--- config.mk ---
export PLATFORM = sky130hd
export DESIGN_NAME = booth_pp_accumulator
export DESIGN_NICKNAME = d
export VERILOG_FILES = /design/src/rtl/booth_pp_accumulator.sv
export SDC_FILE = /design/constraint.sdc
export NUM_CORES = 1
export LEC_CHECK = 0
export ABC_AREA = 1
export BUFFER_PORTS_ARGS = -buffer_cell sky130_fd_sc_hd__clkbuf_2
export CORE_MARGIN = 3
export CORE_UTILIZATION = 55
export CTS_BUF_LIST = sky130_fd_sc_hd__clkbuf_8
export CTS_CLUSTER_DIAMETER = 50
export DETAILED_ROUTE_END_ITERATION = 8
export GPL_ROUTABILITY_DRIVEN = 0
export PLACE_DENSITY_LB_ADDON = 0.1
export SLEW_MARGIN = 20
export SYNTH_ARGS = -nofsm -noshare
export SYNTH_HDL_FRONTEND = slang
export SYNTH_SLANG_ARGS = --single-unit
--- constraint.sdc ---
create_clock -name clk -period 3 [get_ports clk]
set_input_delay 0.45 -clock clk [delete_from_list [all_inputs] [get_ports clk]]
set_output_delay 0.45 -clock clk [all_outputs]
set_load 0.05 [all_outputs]
--- src/rtl/booth_pp_accumulator.sv ---
// Radix-4 Booth partial-product accumulator.
// Sums N/2 shifted signed products and presents the 2N-bit result on valid/ready.
module booth_pp_accumulator #(
   parameter int N = 8
) (
   input  logic           clk,
   input  logic           reset,
   input  logic           pp_valid,
   output logic           pp_ready,
   input  logic [N+1:0]   pp_data,
   input  logic           flush,
   output logic           prod_valid,
   input  logic           prod_ready,
   output logic [2*N-1:0] product,
   output logic           busy
);

   localparam int PP_COUNT = N / 2;
   localparam int IDX_W    = (PP_COUNT > 1) ? $clog2(PP_COUNT) : 1;

   typedef enum logic {
      ACCUM = 1'b0,
      DONE  = 1'b1
   } state_t;

   state_t           state;
   logic [2*N-1:0]   acc;
   logic [IDX_W-1:0] idx;

   logic [2*N-1:0]   sext;
   logic [2*N-1:0]   term;
   logic [2*N-1:0]   sum;
   logic             last;

   // Digit i carries weight 4^i, hence the shift by 2*idx.
   assign sext = {{(N-2){pp_data[N+1]}}, pp_data};
   assign term = sext << {idx, 1'b0};
   assign sum  = acc + term;
   assign last = (idx == IDX_W'(PP_COUNT - 1));

   assign pp_ready   = (state == ACCUM) && !reset;
   assign prod_valid = (state == DONE);
   assign busy       = (state == DONE) || (idx != '0);

   always_ff @(posedge clk or posedge reset) begin
      if (reset) begin
         state   <= ACCUM;
         acc     <= '0;
         idx     <= '0;
         product <= '0;
      end else begin
         unique case (state)
            ACCUM: begin
               if (flush) begin
                  acc <= '0;
                  idx <= '0;
               end else if (pp_valid) begin
                  if (last) begin
                     product <= sum;
                     acc     <= '0;
                     idx     <= '0;
                     state   <= DONE;
                  end else begin
                     acc <= sum;
                     idx <= idx + 1'b1;
                  end
               end
            end
            DONE: begin
               if (prod_ready) state <= ACCUM;
            end
         endcase
      end
   end

endmodule
==> results of run 1 <==
synth_stat cells (all sizes together):
master    n  share of area [%]
nand3    33                6.5
ha       17                8.4
nand2   151                 23
fa        1               0.79
mux2i     9                3.6
xor2      3                1.0
nand3b    4                1.2
clkbuf    2               0.30
a21oi     8                2.0
nand4     1               0.25
o21ai    19                3.9
nor2     15                2.2
xnor2     2               0.69
and2      1               0.35
nor3      4                1.2
dfrtp    35                 35
or2       5                1.3
inv      49                7.3
buf       7                1.6
through the flow:
step | area (µm²) | instances
6_report | 2829 | 452
3_5_place_dp | 2729 | 444
4_1_cts | 2829 | 452
2_1_floorplan | 2531 | 366
5_1_grt | 2829 | 452
3_3_place_gp | 2729 | 444
worst min path at each step:
stage                      from     endpoint  slack [ps]  depth (start not counted)
floorplan                acc[8]       acc[8]         460                          2
finish                    reset   product[0]         240                          3
detailed placement   product[1]   product[1]         470                          2
global placement    product[11]  product[11]         460                          2
CTS                       reset       acc[0]         270                          3
global route              reset   product[0]         300                          3
cells in the final DEF, fill, tap and decap left out, types with 4 or more instances in the layout:
cell / netlist / final
o21ai_0: 18 / 18
mux2i_1: 9 / 9
nand3_1: 33 / 33
ha_1: 17 / 17
nand2_1: 147 / 147
clkbuf_8: 0 / 7
inv_2: 8 / 8
nand3b_1: 4 / 4
dfrtp_1: 35 / 35
nand2_2: 4 / 4
inv_1: 41 / 42
clkbuf_2: 0 / 33
a21oi_1: 7 / 7
nor2_1: 15 / 15
or2_1: 4 / 4
flip-flops by register name, indices dropped and copies added (netlist names):
register    cells
product        16
prod_valid      1
acc            16
idx             2
metal layers:
| metal | track usage (%) | up-vias | part of all wire [%] |
|---|---|---|---|
| met5 | 0 | - | 0 |
| met4 | 9.658 | 0 | 2.1 |
| met3 | 4.788 | 10 | 7.5 |
| met2 | 38.48 | 62 | 42 |
| met1 | 32.20 | 1012 | 48 |
| li1 | - | 1210 | - |
worst register-to-register path: stages, from the launching register on:
cell and delay (ps):
dfrtp_1 680, inv_1 200, nand2_1 100, inv_1 50
a21oi_1 150, o21ai_0 150, ha_1 370, nand2_1 140
inv_1 70, nand2_1 60, nand2_1 60, a21oi_1 170
nand3_1 130, nand3_1 100, nand2_1 50
final cells by class:
type | count | area [µm²] | area share, %
timing repair buffer | 35 | 180.2 | 6.369
sequential | 35 | 875.8 | 30.96
clock inverter | 1 | 3.754 | 0.1327
inverter | 49 | 183.9 | 6.502
multi-input combinational | 273 | 1424 | 50.33
tap | 52 | 65.06 | 2.300
clock buffer | 7 | 96.34 | 3.406
cell families (layout without fill, tap and decap cells):
group,Yosys count,in the layout
adder cells (fa/ha/maj),18,18
XOR/XNOR,5,5
buffers and inverters,58,92
multiplexers,9,9
AO/OA/AOI/OAI,27,27
flip-flops,35,35
AND/OR/NAND/NOR,214,214
power groups by stage:
| stage | combinational [W] | clock, W | sequential [W] |
|---|---|---|---|
| global route | 0.00106 | 0.000402 | 0.000655 |
| global placement | 0.000928 | 0 | 0.000647 |
| floorplan | 0.000550 | 0 | 0.000833 |
| CTS | 0.000945 | 0.000383 | 0.000641 |
| finish | 0.000945 | 0.000372 | 0.000642 |
| detailed placement | 0.000939 | 0 | 0.000650 |
==> impl_results.md, run 1 <==
* Final core occ at 64.09%
* Clk sinks at 35
* Crit path depth at 14
* Reg2reg setup slack at 400 ps
* Pin count of the biggest net entering global routing at 36
* FILL cells at 417
* CTS tree: built
* Max-cap viol count at 0
* Top delay family on crit path: flip-flops
* Mux contribution to synthesized area at 3.559%
* Crit Path Max Fanout at 15
* Worst Slack Setup Final at 404.8 ps
* Relative slew slack at 64.40%
* CTS HTree Levels at 2
* Dpl hpwl at 4584 µm
* Final net count at 432
* Worst VDD drop at 0.0003551 V
* DIE AREA at 5452 µm²
* YS warnings at 0
* Gr ovfl total at 0
* Synthesized area at 2531 µm²
* Seq pwr share at 32.8%
* Ant diodes at 0
* Final setup fails at 0
* CP max stage cell: dfrtp_1
* Drt pass-1 iters at 4
* Layout cell share with drive strength beyond 1 at 15.00%
* Complex-gate fraction of the synthesized area at 5.932%
* Main combinational cell family by area after synthesis: simple AND/OR/NAND/NOR gates
* Synthesized net count at 399
* Crit-path cells: inv_1 > nand2_1 > inv_1 > a21oi_1 > o21ai_0 > ha_1 > nand2_1 > inv_1 > nand2_1 > nand2_1 > a21oi_1 > nand3_1 > nand3_1 > nand2_1
* Psw at 0.0008943 W
* Power Dens Cells at 692.2 nW/µm²
* Cts repair resizes at 0
* Yosys cell types at 26
* CTS Buf Count at 5
* Hold_ws at 242.7 ps
* Final Hold Vio Count at 0
* Dpl ws at 454.7 ps
* DIE HEIGHT at 73.84 µm
* Worst slew pin tran at 534.0 ps
* Initial antenna violation count at 0
* Critical path data arrival time at 2770 ps
* RSZ-0062 raised after global routing: false
* Core Box Area at 4414 µm²
* Max clock buf depth at 2
* Synth Area in Simple Gates at 35.84%
* Area Growth Syn to Fin at 11.76%
* Sequential area share after synthesis at 34.60%
* CP Launch Type: register
* Reg-to-reg critical path endpoint: acc[15]
* Via Count at 2294
* R2R Path Start: idx[0]
* Final period util at 86.51%
* Setup TNS at 0 ps
* DRT iter0 DRCs at 165
* Most used cell, CP: nand2_1
* Ports at 34
* Total power draw at 0.001958 W
* Clk pin slew, worst setup/hold paths at 70 ps
* Cells on worst reg2reg path at 14
* Die width at 73.84 µm
* CTS Hold Bufs at 0
* CP max stage delay at 680 ps
* Final worst path period need at 2595 ps
* Synth Instances at 366
* Worst hold path type: input pin to async pin
* P_int at 0.001064 W
* DRC at 0
* Req. time, crit path at 3170 ps
* Post-DR vias/cell at 5.075
* Flops & latches, synth at 35
* Initial Util at 57.34%
* Wire per inst at 13.07 µm
* Clk Latency, worst-skew pair at 290 ps
* Highest clock rate at 0.3853 GHz
* Leakage power at 1.704 nW
* GRT Util Overall at 24.23%
* CP startpoint: idx[0]
* CP endpoint: acc[15]
* Xor and xnor area share after synthesis at 1.730%
* Critical Path End Type: register
* Root Driver: clkbuf_8
* Clock share of power at 19.0%
* Synth Area in Adders at 9.194%
* Status: complete, no violations
* DRT antenna net count at 0
* Vias in the first global route at 2200
* Port-buffer cells at 33
* Drt total wl at 5908 µm
* Critical path class: register to register
* Logic pwr share at 48.3%
* Row count at 24
* Synthesized area per cell at 6.916 µm²
* Postcts setup bufs at 0
* Fin. max-slew vios at 0
* Global-route wire length before repair at 9998 µm
* Worst Path Buf+Inv at 3
* Setup Skew at 6.838 ps
* Net Sw Frac at 45.67%
Power figures use the tool's default switching activity.
==> inputs of run 2 (changes only) <==
clock period = 2.5 ns   (was 3 ns; I/O delays follow)
==> impl_results.md, run 2 (same netlist as run 1, synthesis figures left out) <==
* Global-route wire length before repair at 10470 µm
* Most used cell, CP: nand2_1
* Row count at 24
* Commonest non-fill, non-tap cell in the layout: nand2_1
* CTS Hold Bufs at 0
* Final Hold Vio Count at 0
* Setup TNS at 0 ps
* Core Box Area at 4414 µm²
* Initial antenna violation count at 0
* Reg-to-reg critical path endpoint: acc[7]
* Worst hold path type: input pin to async pin
* Wire per inst at 13.96 µm
* Critical Path End Type: register
* CP Launch Type: register
* Setup Skew at 8.363 ps
* DRT antenna net count at 0
* Ports at 34
* GRT Util Overall at 25.38%
* Clk sinks at 35
* Reg2reg setup slack at 150 ps
* Post-DR vias/cell at 5.204
* Critical path class: register to register
* Vias in the first global route at 2217
* RSZ-0062 raised after global routing: true
* Drt pass-1 iters at 4
* Highest clock rate at 0.4247 GHz
* Top flop regs: acc: 16 flops, product: 16 flops, idx: 2 flops
* Final core occ at 65.11%
* CTS HTree Levels at 2
* Dpl hpwl at 4779 µm
* Final period util at 94.19%
* Sequential Area at 877.1 µm²
* Cells on worst reg2reg path at 11
* Leakage power at 1.721 nW
* Final worst path period need at 2355 ps
* CP startpoint: idx[0]
* Total power draw at 0.002372 W
* Drt total wl at 6366 µm
* DIE AREA at 5452 µm²
* Commonest cells after routing, fill and taps aside: nand2_1 (147), inv_1 (41), dfrtp_1 (34)
* DRT iter0 DRCs at 193
* Max clock buf depth at 2
* Die width at 73.84 µm
* CP max stage cell: dfrtp_2
* Power Dens Cells at 825.5 nW/µm²
* Area Growth Syn to Fin at 13.54%
* CTS Buf Count at 5
* Final setup fails at 0
* Root Driver: clkbuf_8
* Crit Path Max Fanout at 8
* CTS tree: built
* Req. time, crit path at 2680 ps
* Final net count at 437
* Fin. max-slew vios at 0
* Pin count of the biggest net entering global routing at 36
* Area of the multi-input gates at 1439 µm²
* CP max stage delay at 480 ps
* DRC at 0
* Clk Latency, worst-skew pair at 300 ps
* Status: complete, no violations
* Layout cell share with drive strength beyond 1 at 17.33%
* Crit-path cells: buf_6 > mux2i_2 > o21ai_0 > ha_1 > nand2_1 > nand2_1 > a21oi_4 > nand2_2 > or2_1 > nand3_1 > nand2_1
* Relative slew slack at 64.54%
* Worst VDD drop at 0.0004853 V
* Max-cap viol count at 0
* Gr ovfl total at 0
* Clk pin slew, worst setup/hold paths at 70 ps
* Port-buffer cells at 33
* Critical path data arrival time at 2540 ps
* DIE HEIGHT at 73.84 µm
* Ant diodes at 0
* Worst Path Buf+Inv at 1
* Worst slew pin tran at 530.4 ps
* Hold_ws at 161.4 ps
* Initial Util at 57.34%
* R2R Path Start: idx[0]
* Top delay family on crit path: simple AND/OR/NAND/NOR gates
* Via Count at 2373
* FILL cells at 422
[run 2: area by class of cell]
type,count,share of cell area (%)
Clock buffer,6,2.873
Inverter,49,6.400
Tap cell,52,2.264
Sequential cell,35,30.52
Timing Repair Buffer,40,7.706
Multi-Input combinational cell,273,50.07
Clock inverter,1,0.1741
[run 2: routing by layer]
| metal | track usage (%) | part of all wire (%) | vias to the layer above | wire length [µm] |
|---|---|---|---|---|
| li1 | - | - | 1223 | - |
| met1 | 34.15 | 46 | 1060 | 2910 |
| met2 | 39.17 | 45 | 76 | 2882 |
| met3 | 6.019 | 7.0 | 14 | 446 |
| met4 | 9.859 | 2.0 | 0 | 126 |
| met5 | 0 | 0 | - | 0 |
[run 2: stage by stage]
stage | worst slack, ps | instance area, µm² | instances
2_1_floorplan | 423.1 | 2531 | 366
3_3_place_gp | 143.0 | 2759 | 448
3_5_place_dp | 91.93 | 2759 | 448
4_1_cts | 55.20 | 2846 | 455
5_1_grt | -25.07 | 2874 | 456
6_report | 145.3 | 2874 | 456
[run 2: worst register-to-register path, stage by stage, from the launching register on]
cell and delay [ps]:
dfrtp_2 480, buf_6 170, mux2i_2 260, o21ai_0 140, ha_1 370, nand2_1 90
nand2_1 100, a21oi_4 140, nand2_2 100, or2_1 250, nand3_1 80, nand2_1 60
[run 2: power breakdown]
group          leakage, nW  switching [W]  total, W  internal, W
registers            0.469      0.0000776  0.000764     0.000687
logic                 1.21       0.000817   0.00118     0.000362
clock network       0.0470       0.000213  0.000429     0.000216
total                 1.72        0.00111   0.00237      0.00126
[run 2: repair_timing]
item	CTS	global route
setup buffers	0	1
endpoints found under the setup margin	0	17
resized for setup	0	11
[run 2: worst max-delay path by stage]
| stage | end | depth (start not counted) |
|---|---|---|
| floorplan | product[7] | 12 |
| finish | acc[7] | 11 |
| global route | acc[15] | 14 |
| detailed placement | product[7] | 11 |
| CTS | product[7] | 11 |
| global placement | product[13] | 12 |
==> inputs of run 3 (changes only) <==
PLACE_DENSITY_LB_ADDON = 0.05   (was 0.1)
==> impl_results.md, run 3 (same netlist as run 1, synthesis figures left out) <==
* CTS HTree Levels at 2
* Final core occ at 64.57%
* Vias in the first global route at 2161
* Status: complete, no violations
* Cells on worst reg2reg path at 13
* Highest clock rate at 0.4306 GHz
* Critical path class: register to register
* Worst hold path type: input pin to async pin
* CTS Hold Bufs at 0
* CTS tree: built
* Postcts setup bufs at 0
* Req. time, crit path at 2680 ps
* Drt total wl at 6154 µm
* DIE AREA at 5452 µm²
* Setup TNS at 0 ps
* Worst Slack Setup Final at 177.5 ps
* Core Box Area at 4414 µm²
* Final period util at 92.90%
* Most used cell, CP: nand2_1
* Drt pass-1 iters at 4
* Critical path data arrival time at 2500 ps
* Relative slew slack at 63.75%
* Final Hold Vio Count at 0
* CP max stage cell: dfrtp_1
* Initial Util at 57.34%
* RSZ-0062 raised after global routing: false
* GRT Util Overall at 24.06%
* Ant diodes at 0
* Wire per inst at 13.50 µm
* Crit-path cells: buf_4 > mux2i_1 > o21ai_0 > ha_1 > nand2_1 > inv_2 > nand2_1 > nor3_2 > nand2_1 > nand2_1 > nand2_1 > nand3_1 > nand2_1
* Layout cell share with drive strength beyond 1 at 16.58%
* Clk sinks at 35
* Clk Latency, worst-skew pair at 290 ps
* Die width at 73.84 µm
* Initial antenna violation count at 0
* Area Growth Syn to Fin at 12.60%
* Root Driver: clkbuf_8
* Row count at 24
* Dpl ws at 161.0 ps
* Gr ovfl total at 0
* Dpl hpwl at 4728 µm
* Clk pin slew, worst setup/hold paths at 80 ps
* Post-DR vias/cell at 5.219
* Max clock buf depth at 2
* Crit Path Max Fanout at 5
* Critical Path End Type: register
* Final setup fails at 0
* CP max stage delay at 420 ps
* Fin. max-slew vios at 0
* Worst slew pin tran at 542.2 ps
* Via Count at 2380
* Max-cap viol count at 0
* DRT antenna net count at 0
* Commonest cells after routing, fill and taps aside: nand2_1 (147), inv_1 (41), dfrtp_1 (35)
* Commonest non-fill, non-tap cell in the layout: nand2_1
* FILL cells at 411
* Worst VDD drop at 0.0004939 V
* Global-route wire length before repair at 10030 µm
* CTS Buf Count at 5
* Top flop regs: acc: 16 flops, product: 16 flops, idx: 2 flops
* Setup Skew at 7.242 ps
* Pin count of the biggest net entering global routing at 36
* Power Dens Cells at 817.7 nW/µm²
* Port-buffer cells at 33
* Ports at 34
* CP Launch Type: register
* DRC at 0
* DRT iter0 DRCs at 157
* DIE HEIGHT at 73.84 µm
* Leakage power at 1.718 nW
* Final worst path period need at 2323 ps
* Final net count at 436
run 3: cell types whose count changed in the layout (fill, tap and decap cells not counted), sizes merged:
cell    before  now
clkbuf      39   38
buf          7    6
clkinv       1    3
run 3: final timing paths:
path / startpoint / end / slack [ps]
max: idx[0] / product[13] / 180
min: reset / acc[0] / 170
max reg2reg: idx[0] / product[13] / 180
min reg2reg: product[11] / product[11] / 480
max in group asynchronous: reset / acc[8] / 2000
min in group clk: prod_ready / prod_valid / 260
run 3: timing repair:
action / CTS / global route
endpoints found under the setup margin: 0 / 2
gates resized for setup: 0 / 3
endpoints found under the hold margin: 0 / 0
run 3: layout make-up:
cell class	count	area [µm²]	area share, %
clock buffer	5	68.82	2.414
tap	52	65.06	2.283
inverter	49	183.9	6.453
multi-input combinational	273	1431	50.22
sequential	35	875.8	30.73
timing repair buffer	39	210.2	7.375
clock inverter	3	15.01	0.5268
run 3: per-stage QoR:
stage	instances	hold WS, ps	total power (W)	cell area (µm²)
2_1_floorplan	366	455.4	0.001660	2531
3_3_place_gp	448	461.6	0.001902	2759
3_5_place_dp	448	464.0	0.001922	2759
4_1_cts	456	187.3	0.002338	2843
5_1_grt	456	203.6	0.002501	2850
6_report	456	165.8	0.002331	2850
run 3: metal layers:
| metal | track usage [%] | routed length, µm |
|---|---|---|
| met5 | 0 | 0 |
| met4 | 8.048 | 108 |
| met3 | 5.198 | 408 |
| met2 | 36.81 | 2676 |
| met1 | 33.50 | 2962 |
run 3: worst max-delay path: cells and delay by family (launching register included):
kind                       cells  cell delay [ps]
buffers and inverters          2              270
AOI/OAI and AO/OA              1              160
and+or+nand+nor                8              710
muxes                          1              280
adders and majority gates      1              380
DFF                            1              420
run 3: report_power, final:
part           total, W  switching [W]  internal (W)
sequential     0.000762      0.0000756      0.000686
combinational   0.00116       0.000811      0.000354
clock          0.000404       0.000213      0.000191
